[config.mk]
export PLATFORM = sky130hd
export DESIGN_NAME = sseg_scan_decoder
export DESIGN_NICKNAME = d
export VERILOG_FILES = /design/src/rtl/sseg_scan_decoder.sv
export SDC_FILE = /design/constraint.sdc
export NUM_CORES = 1
export LEC_CHECK = 0
export CAP_MARGIN = 15
export CORE_MARGIN = 2
export CORE_UTILIZATION = 30
export CTS_CLUSTER_SIZE = 25
export DETAILED_ROUTE_END_ITERATION = 10
export PLACE_DENSITY = 0.6
export SYNTH_ARGS = -nofsm -noshare
export SYNTH_HDL_FRONTEND = slang
export SYNTH_SLANG_ARGS = --single-unit
[constraint.sdc]
create_clock -name clk -period 7.6 [get_ports clk]
set_input_delay 1.52 -clock clk [delete_from_list [all_inputs] [get_ports clk]]
set_output_delay 1.52 -clock clk [all_outputs]
set_load 0.01 [all_outputs]
[src/rtl/sseg_scan_decoder.sv]
// Recovers the hex digits, decimal points and frame timing shown on a
// time-multiplexed, active-low 4-digit seven-segment display.
module sseg_scan_decoder #(
  parameter int unsigned SETTLE_CYCLES = 4
) (
  input  logic       clk,
  input  logic       rst,
  input  logic [3:0] an,
  input  logic [7:0] sseg,
  output logic [3:0] hex0,
  output logic [3:0] hex1,
  output logic [3:0] hex2,
  output logic [3:0] hex3,
  output logic [3:0] dp_out,
  output logic [3:0] digit_valid,
  output logic       frame_done,
  output logic       err
);

  localparam logic [7:0] SETTLE_MAX  = 8'(SETTLE_CYCLES);
  localparam logic [7:0] SETTLE_LAST = 8'(SETTLE_CYCLES - 1);

  typedef enum logic [1:0] {
    AN_BLANK,
    AN_SINGLE,
    AN_MULTI
  } an_class_t;

  logic [3:0] r_an;
  logic [7:0] r_sseg;
  logic [3:0] r_an_prev;
  logic [7:0] r_sseg_prev;
  logic [7:0] r_cnt;
  logic [3:0] r_mask;
  logic [3:0] r_hex [4];
  logic [3:0] r_dp;
  logic [3:0] r_valid;
  logic       r_err;
  logic       r_fd;

  logic       w_chg;
  logic       w_cap;
  an_class_t  w_class;
  logic [1:0] w_digit;
  logic       w_legal;
  logic [3:0] w_val;
  logic [3:0] w_mask_next;

  assign w_chg = (r_an != r_an_prev) || (r_sseg != r_sseg_prev);
  // Fires only on the 1-cycle step into saturation, so a long stable period yields one capture.
  assign w_cap = !w_chg && (r_cnt == SETTLE_LAST);
  assign w_mask_next = r_mask | (4'b0001 << w_digit);

  always_comb begin
    w_class = AN_MULTI;
    w_digit = '0;
    case (r_an)
      4'b1111: w_class = AN_BLANK;
      4'b1110: begin w_class = AN_SINGLE; w_digit = 2'd0; end
      4'b1101: begin w_class = AN_SINGLE; w_digit = 2'd1; end
      4'b1011: begin w_class = AN_SINGLE; w_digit = 2'd2; end
      4'b0111: begin w_class = AN_SINGLE; w_digit = 2'd3; end
      default: w_class = AN_MULTI;
    endcase
  end

  always_comb begin
    w_legal = 1'b1;
    w_val   = '0;
    case (r_sseg[6:0])
      7'b1000000: w_val = 4'h0;
      7'b1111001: w_val = 4'h1;
      7'b0100100: w_val = 4'h2;
      7'b0110000: w_val = 4'h3;
      7'b0011001: w_val = 4'h4;
      7'b0010010: w_val = 4'h5;
      7'b0000010: w_val = 4'h6;
      7'b1111000: w_val = 4'h7;
      7'b0000000: w_val = 4'h8;
      7'b0010000: w_val = 4'h9;
      7'b0001000: w_val = 4'hA;
      7'b0000011: w_val = 4'hB;
      7'b1000110: w_val = 4'hC;
      7'b0100001: w_val = 4'hD;
      7'b0000110: w_val = 4'hE;
      7'b0001110: w_val = 4'hF;
      default:    w_legal = 1'b0;
    endcase
  end

  always_ff @(posedge clk or negedge rst) begin
    if (!rst) begin
      r_an        <= '1;
      r_sseg      <= '1;
      r_an_prev   <= '1;
      r_sseg_prev <= '1;
      r_cnt       <= '0;
      r_mask      <= '0;
      for (int unsigned i = 0; i < 4; i++) r_hex[i] <= '0;
      r_dp        <= '0;
      r_valid     <= '0;
      r_err       <= 1'b0;
      r_fd        <= 1'b0;
    end else begin
      r_an        <= an;
      r_sseg      <= sseg;
      r_an_prev   <= r_an;
      r_sseg_prev <= r_sseg;

      if (w_chg)
        r_cnt <= '0;
      else if (r_cnt != SETTLE_MAX)
        r_cnt <= r_cnt + 8'd1;

      r_err <= 1'b0;
      r_fd  <= 1'b0;

      if (w_cap) begin
        case (w_class)
          AN_SINGLE: begin
            r_dp[w_digit] <= ~r_sseg[7];
            if (w_legal) begin
              r_hex[w_digit]   <= w_val;
              r_valid[w_digit] <= 1'b1;
            end else begin
              r_valid[w_digit] <= 1'b0;
              r_err            <= 1'b1;
            end
            if (w_mask_next == 4'b1111) begin
              r_fd   <= 1'b1;
              r_mask <= '0;
            end else begin
              r_mask <= w_mask_next;
            end
          end
          AN_MULTI: r_err <= 1'b1;
          default: ;
        endcase
      end
    end
  end

  assign hex0        = r_hex[0];
  assign hex1        = r_hex[1];
  assign hex2        = r_hex[2];
  assign hex3        = r_hex[3];
  assign dp_out      = r_dp;
  assign digit_valid = r_valid;
  assign frame_done  = r_fd;
  assign err         = r_err;

endmodule

Yosys cells after proc, flatten, opt, wreduce, memory -nomap -nowiden --
Cells that the tools add are included.
Cells by class: add/sub/neg operators 1, reduce and logical (&&, ||, !) cells 11, multiply operators 0, div/mod/pow operators 0, shift-type cells 1, mux-type cells 20, $lt $le $gt $ge 4, bitwise operators 6, equality and inequality tests 27
Operators with widths (count):
- $pmux 4 s15 | 1
- $eq 7x7->1 const B | 4
- $eq 7x5->1 const B | 3
- $eq 7x6->1 const B | 3
- $eq 4x4->1 const B | 5
- $bwmux 16 | 1
- $mux 8 | 2
- $reduce_or 16->1 | 1
- $eq 7x2->1 const B | 2
- $eq 7x4->1 const B | 2
- $mux 4 | 3
- $add 8x1->8 const B | 1
- $demux 4 s2 | 1
- $eq 8x2->1 const B | 1
- $ne 8x3->1 const B | 1
- $ne 8x8->1 | 1
- $or 4x4->4 | 2
- $eq 7x3->1 const B | 1
- $logic_not 7->1 | 1
- $mux 1 | 7
- $pmux 2 s3 | 1
- $and 4x4->4 | 1
- $bwmux 4 | 1
- $eq 4x3->1 const B | 1
- other kinds (21) | 23
Storage, ports and cells: word-level logic and storage cells 84, memories 0, latch bits 0, register bits 62, ROM bits 0, bits in writable memories 0

Depth between registers and ports, before layout --
Gate-level depths: netlist of run 1.
depth in word-level cells 9, depth in mapped cells 9

Worst setup path after synthesis of run 1 --
Ideal clock, no wire load.
path kind register -> register, start reg r_sseg[6], end reg r_hex (netlist bit hex2[2]), clock period less this slack 2708 ps, slack 4892 ps, cell stages (with the launch flop) 8, arrival 2583 ps, data required time 7475 ps, path through dfstp_2 -> clkbuf_1 -> xor2_1 -> nor4_1 -> nand4_4 -> or4b_4 -> o21bai_4 -> mux2_4
On the way: word-level cells in the longest chain between the ends 5, elaborated cells on any way between the ends 25, classes of those cells eq/ne (16); mux (3); reduce/logical (6)
Ends and longest elaborated chain:
- from (decl) | line 30 | logic [7:0] r_sseg;
- from (signal assigned) | line 106 | r_sseg <= sseg;
- branches (longest 5 deep; another with $reduce_or 16->1)
- to (signal, indexed assignment) | line 123 | r_hex[w_digit] <= w_val;
- to (decl) | line 35 | logic [3:0] r_hex [4];
Parallel ways; which one is timed is not known. A chain may end at the register's enable or synchronous reset.

Worst setup path after layout of run 1 --
start reg r_sseg[1], end reg r_hex (netlist bit hex3[2])
Same word-level chain as after synthesis.

==> metrics, run 1 <==
Sw Ratio=between 20 and 25%; Worst Path Max Fanout=14; status=completed; Die H=roughly 100 µm; critical path startpoint=r_sseg[1]; n_diodes=0; Final Skew=around 0.013 ns; CP Data Arrival Time=3.12 ns; Pleak=roughly 1.4 nW; ANT nets after route=0; Synth Flop Type=dfrtp_1; Final min period=between 2 and 3 ns; RR Startpoint=r_sseg[1]; dpl hpwl=about 4100 µm; synth warn=0; cts repair resizes=0; routed wire length per instance=between 10 and 15 µm; # rows=35; first-pass GRT wire length=about 10000 µm; design area=~3500 µm²; share of the yosys chip area belonging to registers=a little under three fifths; f_max=between 300 and 400 MHz; Worst setup SP type=register; gr usage total=12.6%; Final Power=between 700 and 800 µW; Final setup violation count=0; die area=~10000 µm²; Yosys top cell area share=roughly a third; hold_sp=r_sseg[6]; pwr dens=slightly above 200 nW/µm²; Place WS=between 4 and 5 ns; register-to-register setup slack=4.71 ns; pin count of the biggest net entering global routing=63; CTS Buffer Depth=2; Post-synth EDFFs=0; Relative slew margins=roughly 34%; Critical Path RT=between 7 and 8 ns; Root Driver=clkbuf_8; Peak VDD IR=~0.00012 V; postcts setup bufs=0; combinational share of power=between 4 and 5%; final count of hold timing violations=0; number of global-route vias before repair=1945; # hold bufs at CTS=0; Post-DP Area=between 3000 and 4000 µm²; CTS sink cnt=62; area delta synth->final=24.7%; Post-Layout Cell Count=412; Synth area leader=dfrtp_1; Crit. End Element=register; Routed WL=around 6000 µm; Top Registers=r_cnt x8, r_sseg x8, r_sseg_prev x8; Syn Nets=274; Vias=~2000; final net count=roughly 310; # DRC=0; DR iter-0 viols=79; post-route clock period utilization=about two fifths; routability cong.=about 0.79; switching power=about 160 µW; synth unique cells=54; final hold slack=approximately 0.42 ns; die width=between 100 and 150 µm; clock share of power=between 40% and 50%; Port-buffer cells=39; initial antenna violation count=0; clk_lat worst skew=0.34 ns; Layout Utilization=around two fifths; Setup TNS=0 ns; flop and latch count out of synthesis=62; Crit Path Category=reg2reg; Placed Cells=a little under 400; Core Region=9200 µm²; H-tree depth=3; total CTS buffers=9; Initial DRT Pass Iterations=4; I/O pin cnt=40; initial core utilization=around 31%; DR vias/cell=4.88; Int Pwr=between 500 and 600 µW; Clock transition at path regs=0.06 ns; CTS tree=yes; gr ovfl total=0; RSZ-0062 raised after global routing=no; Syn Area/Cell=approximately 11 µm²; Hold Crit Class=reg2reg; Flop pwr share=about half; synth top area cells=dfrtp_1, dfstp_2, xor2_1; Post-Syn Area=2820 µm²; max-slew violations=0; max_cap viols=0; Async SR Flop Fraction=100%; Least-Margin Pin Slew=0.982 ns; layout cells sized above 1=between 10% and 20%; post-route worst setup slack=between 4 and 5 ns; Syn Inst Count=between 200 and 300
[power by group through the flow]
stage	Combinational (mW)	Sequential, mW	Clock, mW
2_1_floorplan	0.0247	0.351	0
3_3_place_gp	0.0341	0.360	0
3_5_place_dp	0.0341	0.360	0
4_1_cts	0.0342	0.355	0.328
5_1_grt	0.0380	0.356	0.344
6_report	0.0334	0.355	0.319
[final timing paths]
check | end | cells past startpoint
min | r_sseg_prev[6] | 0
min in group asynchronous | frame_done | 2
max in group asynchronous | r_cnt[6] | 2
max | hex3[2] | 6
max reg2reg | hex3[2] | 6
min reg2reg | r_sseg_prev[6] | 0
[per-layer routing]
layer  wire length, µm  vias to the layer above  part of all wire, %  global-route usage (%)
li1                  -                      980                    -                       -
met1              2970                      954                   50                    18.1
met2              2490                       65                   42                    17.7
met3               348                       10                  5.9                    4.16
met4                85                        0                  1.4                    4.68
met5                 0                        -                    0                       0
[cell families after synthesis]
group	synth area share (%)
AOI/OAI and AO/OA	13.2
xor gates and xnor gates	5.90
adders and majority gates	0.888
buffers and inverters	3.11
DFF	56.1
muxes	2.04
and+or+nand+nor	18.8
[cells in the final DEF, fill, tap and decap left out, drive strengths merged, types with 10 or more instances in the layout]
cell type and count:
nor2 15, nand2 27, dfrtp 38, clkbuf 12, inv 10, a21oi 12, dfstp 24, clkdlybuf4s50 38
o21ai 22, xor2 17
[synth_stat cells, drive strengths merged, types with 3 or more instances]
| library cell | instances |
|---|---|
| nand3 | 8 |
| nor3 | 4 |
| nor2b | 4 |
| o21ai | 22 |
| nand2b | 4 |
| inv | 10 |
| clkbuf | 12 |
| nor2 | 15 |
| o21a | 4 |
| dfstp | 24 |
| a21oi | 12 |
| nor4b | 5 |
| and3 | 5 |
| a31oi | 3 |
| nor4 | 4 |
| nand2 | 27 |
| mux2 | 3 |
| dfrtp | 38 |
| xor2 | 17 |
[worst max-delay path: stages (launching register included)]
cell	delay, ns
dfstp_2	0.68
or4b_1	0.55
nand2b_1	0.19
a211oi_1	0.26
a311o_1	0.45
o21ai_1	0.29
mux2_2	0.35
[layout make-up]
type / count / area [µm²]
fillers: 902 / 5680
clock inverters: 4 / 70.1
inverters: 10 / 37.5
repair buffers: 40 / 393
clock buffers: 12 / 145
multi-input cells: 173 / 1150
well taps: 111 / 139
flip-flops and latches: 62 / 1580
(Power assumes the default switching activity.)
==> run 2, diff against run 1 <==
Settings changed: PLACE_DENSITY 0.6 to 0.62.
Clock period 7.6 ns to 2.6 ns, I/O delays scaled along.
==> run 2 against run 1 <==
Clock skew shrank 0.0011 ns. Utilization grew 2.0 points. Maximum frequency grew 15%. Critical path depth did not move. Clock-buffer cell count shrank 3. Non-clock buffer count up 20. Sequential power increased to 2.9 times the previous value. Die area unchanged. Register-to-register slack got worse by 4.6 ns. Combinational power increased to 3.9 times the previous value. Worst hold slack worse by 0.20 ns. Clock power increased to 2.7 times the previous value. Critical path type unchanged.
==> metrics, run 2 (synthesis results as in run 1) <==
status=completed; RSZ-0062 raised after global routing=yes; Post-Layout Cell Count=432 (+4.9%); Worst setup SP type=register; ANT nets after route=0 (unchanged); first-pass GRT wire length=10300 µm (+2.4%); n_diodes=0 (unchanged); Int Pwr=1.50 mW (+170%); number of global-route vias before repair=2025 (+4.1%); total CTS buffers=9 (unchanged); DR iter-0 viols=141 (+78%); combinational share of power=6.5% (+1.8 points); Placed Cells=413 (+4.3%); f_max=396 MHz (+15%); Final Power=2.00 mW (+180%); Final setup violation count=0 (unchanged); Clock transition at path regs=0.08 ns (+0.02 ns); reg2reg path depth=6 (unchanged); reg2reg end=hex2[2]; pin count of the biggest net entering global routing=35 (-44%); CTS sink cnt=62 (unchanged); area delta synth->final=31.1%; Pleak=1.54 nW (+7.5%); register-to-register setup slack=0.08 ns (-4.63 ns); commonest non-fill, non-tap cells in the layout=dfrtp_1, clkdlybuf4s50_1, nand2_1; Least-Margin Pin Slew=0.752 ns (-0.231 ns); RR Startpoint=r_cnt[3]; clk_lat worst skew=0.35 ns (about the same); Setup TNS=0 ns (unchanged); gr ovfl total=0 (unchanged); routability cong.=0.834 (+5.1%); # hold bufs at CTS=0 (unchanged); Port-buffer cells=39 (unchanged); dpl hpwl=4330 µm (+6.2%); initial antenna violation count=0 (unchanged); Root Driver=clkbuf_8; layout cells sized above 1=24.3% (+7.0 points); Worst Path Max Fanout=7 (-7); die width=101 µm (unchanged); final count of hold timing violations=0 (unchanged); # DRC=0 (unchanged); Initial DRT Pass Iterations=5 (+1); Sw Ratio=24.9% (+2.7 points); CP cell instances=or4_4 > nor4b_4 > nand4_4 > or4b_4 > o21bai_4 > mux2_4; Crit. End Element=register; # rows=35 (unchanged); CP Data Arrival Time=2.77 ns (-0.35 ns); pwr dens=541 nW/µm² (+170%); CTS Buffer Depth=2 (unchanged); Vias=2127 (+5.9%); Final min period=2.52 ns (-0.368 ns); CP max-delay cell=or4_4; Final Skew=0.0116 ns (-0.00111 ns); routed wire length per instance=14.2 µm (-0.58%); Core Region=9200 µm² (unchanged); Peak VDD IR=0.000275 V (+120%); die area=10200 µm² (unchanged); CTS tree=yes; clock share of power=42.3% (-2.8 points); Crit Path Category=reg2reg; max_cap viols=0 (unchanged); max-slew violations=0 (unchanged); final net count=332 (+6.4%); CP peak stage delay=0.56 ns (-0.12 ns); Top Registers=r_cnt x8, r_sseg x8, r_sseg_prev x8; H-tree depth=3 (unchanged); Hold Crit Class=in2async; I/O pin cnt=40 (unchanged); Flop pwr share=51.2% (+1.0 points); Die H=101 µm (unchanged); crit path buf inv count=0 (unchanged); DR vias/cell=4.92 (+0.97%); switching power=498 µW (+220%); gr usage total=13.1% (+0.48 points); post-route clock period utilization=97.0% (+59 points); initial core utilization=30.7% (unchanged); Relative slew margins=49.6% (+16 points); Routed WL=6140 µm (+4.2%); CP delay by family, top=simple AND/OR/NAND/NOR gates; Critical Path RT=2.84 ns (-4.98 ns)
run 2: final cells by class:
cell class | count | area [µm²]
Clock inverter | 7 | 72.6
Fill cell | 891 | 5500
Clock buffer | 9 | 124
Inverter | 10 | 37.5
Timing Repair Buffer | 60 | 556
Sequential cell | 62 | 1580
Multi-Input combinational cell | 173 | 1190
Tap cell | 111 | 139
run 2: routing by layer:
metal / part of all wire [%] / track usage [%] / up-vias
met2: 47 / 19.8 / 55
met5: 0 / 0 / -
met4: 1.6 / 5.30 / 0
met1: 47 / 17.5 / 1037
met3: 5.0 / 4.09 / 8
li1: - / - / 1027
run 2: how the worst max path moves through the flow:
stage | from | end | slack, ns | cells past startpoint
after global placement | r_cnt[4] | hex2[2] | -0.001 | 6
final | r_cnt[3] | hex2[2] | 0.08 | 6
after floorplan | r_sseg[6] | hex2[2] | 0.01 | 7
after global routing | r_cnt[3] | hex2[2] | -0.05 | 6
after detailed placement | r_cnt[4] | hex2[2] | -0.02 | 6
after CTS | r_cnt[3] | hex2[2] | -0.02 | 6
run 2: per-stage QoR:
| stage | worst slack [ns] | hold slack [ns] | area (µm²) | util, % |
|---|---|---|---|---|
| floorplan | 0.0103 | 0.224 | 2830 | - |
| global placement | -0.00100 | 0.402 | 3450 | 37.5 |
| detailed placement | -0.0233 | 0.404 | 3450 | 37.5 |
| CTS | -0.0186 | 0.234 | 3660 | 39.8 |
| global route | -0.0462 | 0.273 | 3700 | 40.2 |
| finish | 0.0769 | 0.218 | 3700 | 40.2 |
run 2: power groups by stage:
stage / clock network [mW] / registers, mW / logic (mW)
finish: 0.846 / 1.02 / 0.130
global route: 0.920 / 1.03 / 0.145
CTS: 0.876 / 1.02 / 0.130
detailed placement: 0 / 1.04 / 0.129
global placement: 0 / 1.04 / 0.129
floorplan: 0 / 1.03 / 0.0739
run 2: what timing repair did:
| item | 4_1_cts | 5_1_grt |
|---|---|---|
| gates cloned | 0 | 0 |
| pin swaps | 4 | 1 |
| buffers inserted | 2 | 1 |
| endpoints found under the hold margin | 0 | 0 |
| resized for setup | 1 | 5 |
| setup endpoints to repair | 2 | 18 |
==> run 3, diff against run 2 <==
Settings changed: CORE_ASPECT_RATIO set to 1.2.
==> run 3 against run 2 <==
Routed wire length is 3.5% lower. Clock power is 2% higher. Sequential cell count stayed put. Worst hold slack worse by 0.039 ns. Sequential power hardly changed. Final area is 0.51% higher. Die area hardly changed. Clock skew is 0.0048 ns higher. First-iteration DRC count is 9.9% lower. Power is 0.94% higher.
==> metrics, run 3 (synthesis results as in run 1) <==
Reg area=1580 µm² (unchanged); status=completed; Initial DRT Pass Iterations=4 (-1); Crit Path Category=reg2reg; Final setup violation count=0 (unchanged); area delta synth->final=31.8%; final net count=334 (+0.60%); Pleak=1.53 nW (-0.48%); CP cell instances=or4_4 > nor4b_4 > nand4_4 > or4b_4 > o21bai_4 > mux2_4; CP Data Arrival Time=2.77 ns (about the same); initial antenna violation count=0 (unchanged); final count of hold timing violations=0 (unchanged); clock share of power=42.6% (+0.3 points); CP peak stage delay=0.56 ns (about the same); # rows=38 (+8.6%); Flop pwr share=50.5% (-0.7 points); f_max=393 MHz (-0.82%); Top Registers=r_cnt x8, r_sseg x8, r_sseg_prev x8; first-pass GRT wire length=10000 µm (-2.6%); max-slew violations=0 (unchanged); switching power=486 µW (-2.4%); Final Skew=0.0164 ns (+0.00485 ns); Core Region=9080 µm² (-1.3%); Critical Path RT=2.83 ns (about the same); pin count of the biggest net entering global routing=63 (+80%); initial core utilization=31.0% (+0.39 points); DR vias/cell=4.86 (-1.3%); # fillers=843 (-5.4%); gr ovfl total=0 (unchanged); Hold Crit Class=in2async; total CTS buffers=9 (unchanged); Vias=2152 (+1.2%); post-route clock period utilization=97.8% (+0.80 points); CTS sink cnt=62 (unchanged); commonest non-fill, non-tap cells in the layout=dfrtp_1, clkdlybuf4s50_1, nand2_1; Worst setup SP type=register; RSZ-0062 raised after global routing=yes; H-tree depth=3 (unchanged); DR iter-0 viols=127 (-9.9%); Peak VDD IR=0.000275 V (-0.16%); die width=92.5 µm (-8.4%); clk_lat worst skew=0.34 ns (about the same); Worst Path Max Fanout=7 (unchanged); Layout Utilization=40.9% (+0.72 points); Least-Margin Pin Slew=0.614 ns (-0.138 ns); CP max-delay cell=or4_4; Post-Layout Cell Count=443 (+2.5%); dpl hpwl=4330 µm (about the same); I/O pin cnt=40 (unchanged); gr usage total=12.7% (-0.41 points); Final min period=2.54 ns (+0.0207 ns); CTS tree=yes; Placed Cells=427 (+3.4%); routability cong.=0.750 (-10%); Relative slew margins=58.8% (+9.2 points); combinational share of power=6.9% (+0.4 points); die area=10200 µm² (about the same); Int Pwr=1.53 mW (+2.0%); Die H=110 µm (+9.2%); CTS Buffer Depth=2 (unchanged); Multi-input gate area=1170 µm² (-1.5%); Crit. End Element=register; pwr dens=543 nW/µm² (+0.43%); n_diodes=0 (unchanged); layout cells sized above 1=24.1% (-0.15 points); routed wire length per instance=13.4 µm (-5.9%); # DRC=0 (unchanged); max_cap viols=0 (unchanged); number of global-route vias before repair=2073 (+2.4%); Clock transition at path regs=0.07 ns (about the same); Routed WL=5930 µm (-3.5%); Root Driver=clkbuf_8; ANT nets after route=0 (unchanged); Sw Ratio=24.1% (-0.81 points); Port-buffer cells=39 (unchanged)
-- run 3: per-layer routing --
layer	GRT usage (%)	vias to the layer above	share of wire (%)	wire, µm
li1	-	1031	-	-
met1	16.5	1066	45	2690
met2	19.9	47	48	2870
met3	2.86	8	4.2	249
met4	6.72	0	1.9	115
met5	0	-	0	0
-- run 3: final timing paths --
| check | from | end | slack [ns] | cells past startpoint |
|---|---|---|---|---|
| setup / recovery | r_cnt[4] | hex2[2] | 0.06 | 6 |
| hold / removal | rst | r_cnt[6] | 0.18 | 2 |
| setup reg to reg | r_cnt[4] | hex2[2] | 0.06 | 6 |
| hold reg to reg | r_sseg[2] | r_sseg_prev[2] | 0.40 | 0 |
| max in group asynchronous | rst | r_an[2] | 2.12 | 2 |
| min in group clk | r_sseg[2] | r_sseg_prev[2] | 0.40 | 0 |
-- run 3: repair_timing --
action / 4_1_cts / 5_1_grt
buffers inserted: 0 / 0
gates resized for setup: 0 / 3
setup endpoints to repair: 0 / 9
hold buffers: 0 / 0
-- run 3: area by class of cell --
type                            count  share of cell area, %
Inverter                           10                   1.01
Timing Repair Buffer               62                   15.4
Clock buffer                       10                   3.70
Clock inverter                      6                   1.85
Tap cell                          120                   4.04
Sequential cell                    62                   42.6
Multi-Input combinational cell    173                   31.5
-- run 3: power groups by stage --
stage	clock [mW]	sequential, mW	combinational (mW)
2_1_floorplan	0	1.03	0.0739
3_3_place_gp	0	1.04	0.139
3_5_place_dp	0	1.04	0.141
4_1_cts	0.884	1.02	0.141
5_1_grt	0.922	1.02	0.154
6_report	0.860	1.02	0.139
-- run 3: stage by stage --
stage / hold WS [ns] / total power [mW] / cell area, µm² / setup TNS [ns] / setup WS [ns]
after global routing: 0.201 / 2.10 / 3710 / -0.0129 / -0.0129
final: 0.178 / 2.02 / 3710 / 0 / 0.0562
after detailed placement: 0.386 / 1.18 / 3500 / 0 / 0.0485
after CTS: 0.176 / 2.04 / 3700 / 0 / 0.0376
after floorplan: 0.224 / 1.10 / 2830 / 0 / 0.0103
after global placement: 0.388 / 1.17 / 3500 / 0 / 0.0765
-- run 3: worst max-delay path, delay by kind of cell, from the launching register on --
kind	cells	cell delay, ns
simple gates	4	1.52
flops	1	0.40
mux	1	0.30
compound gates	1	0.22
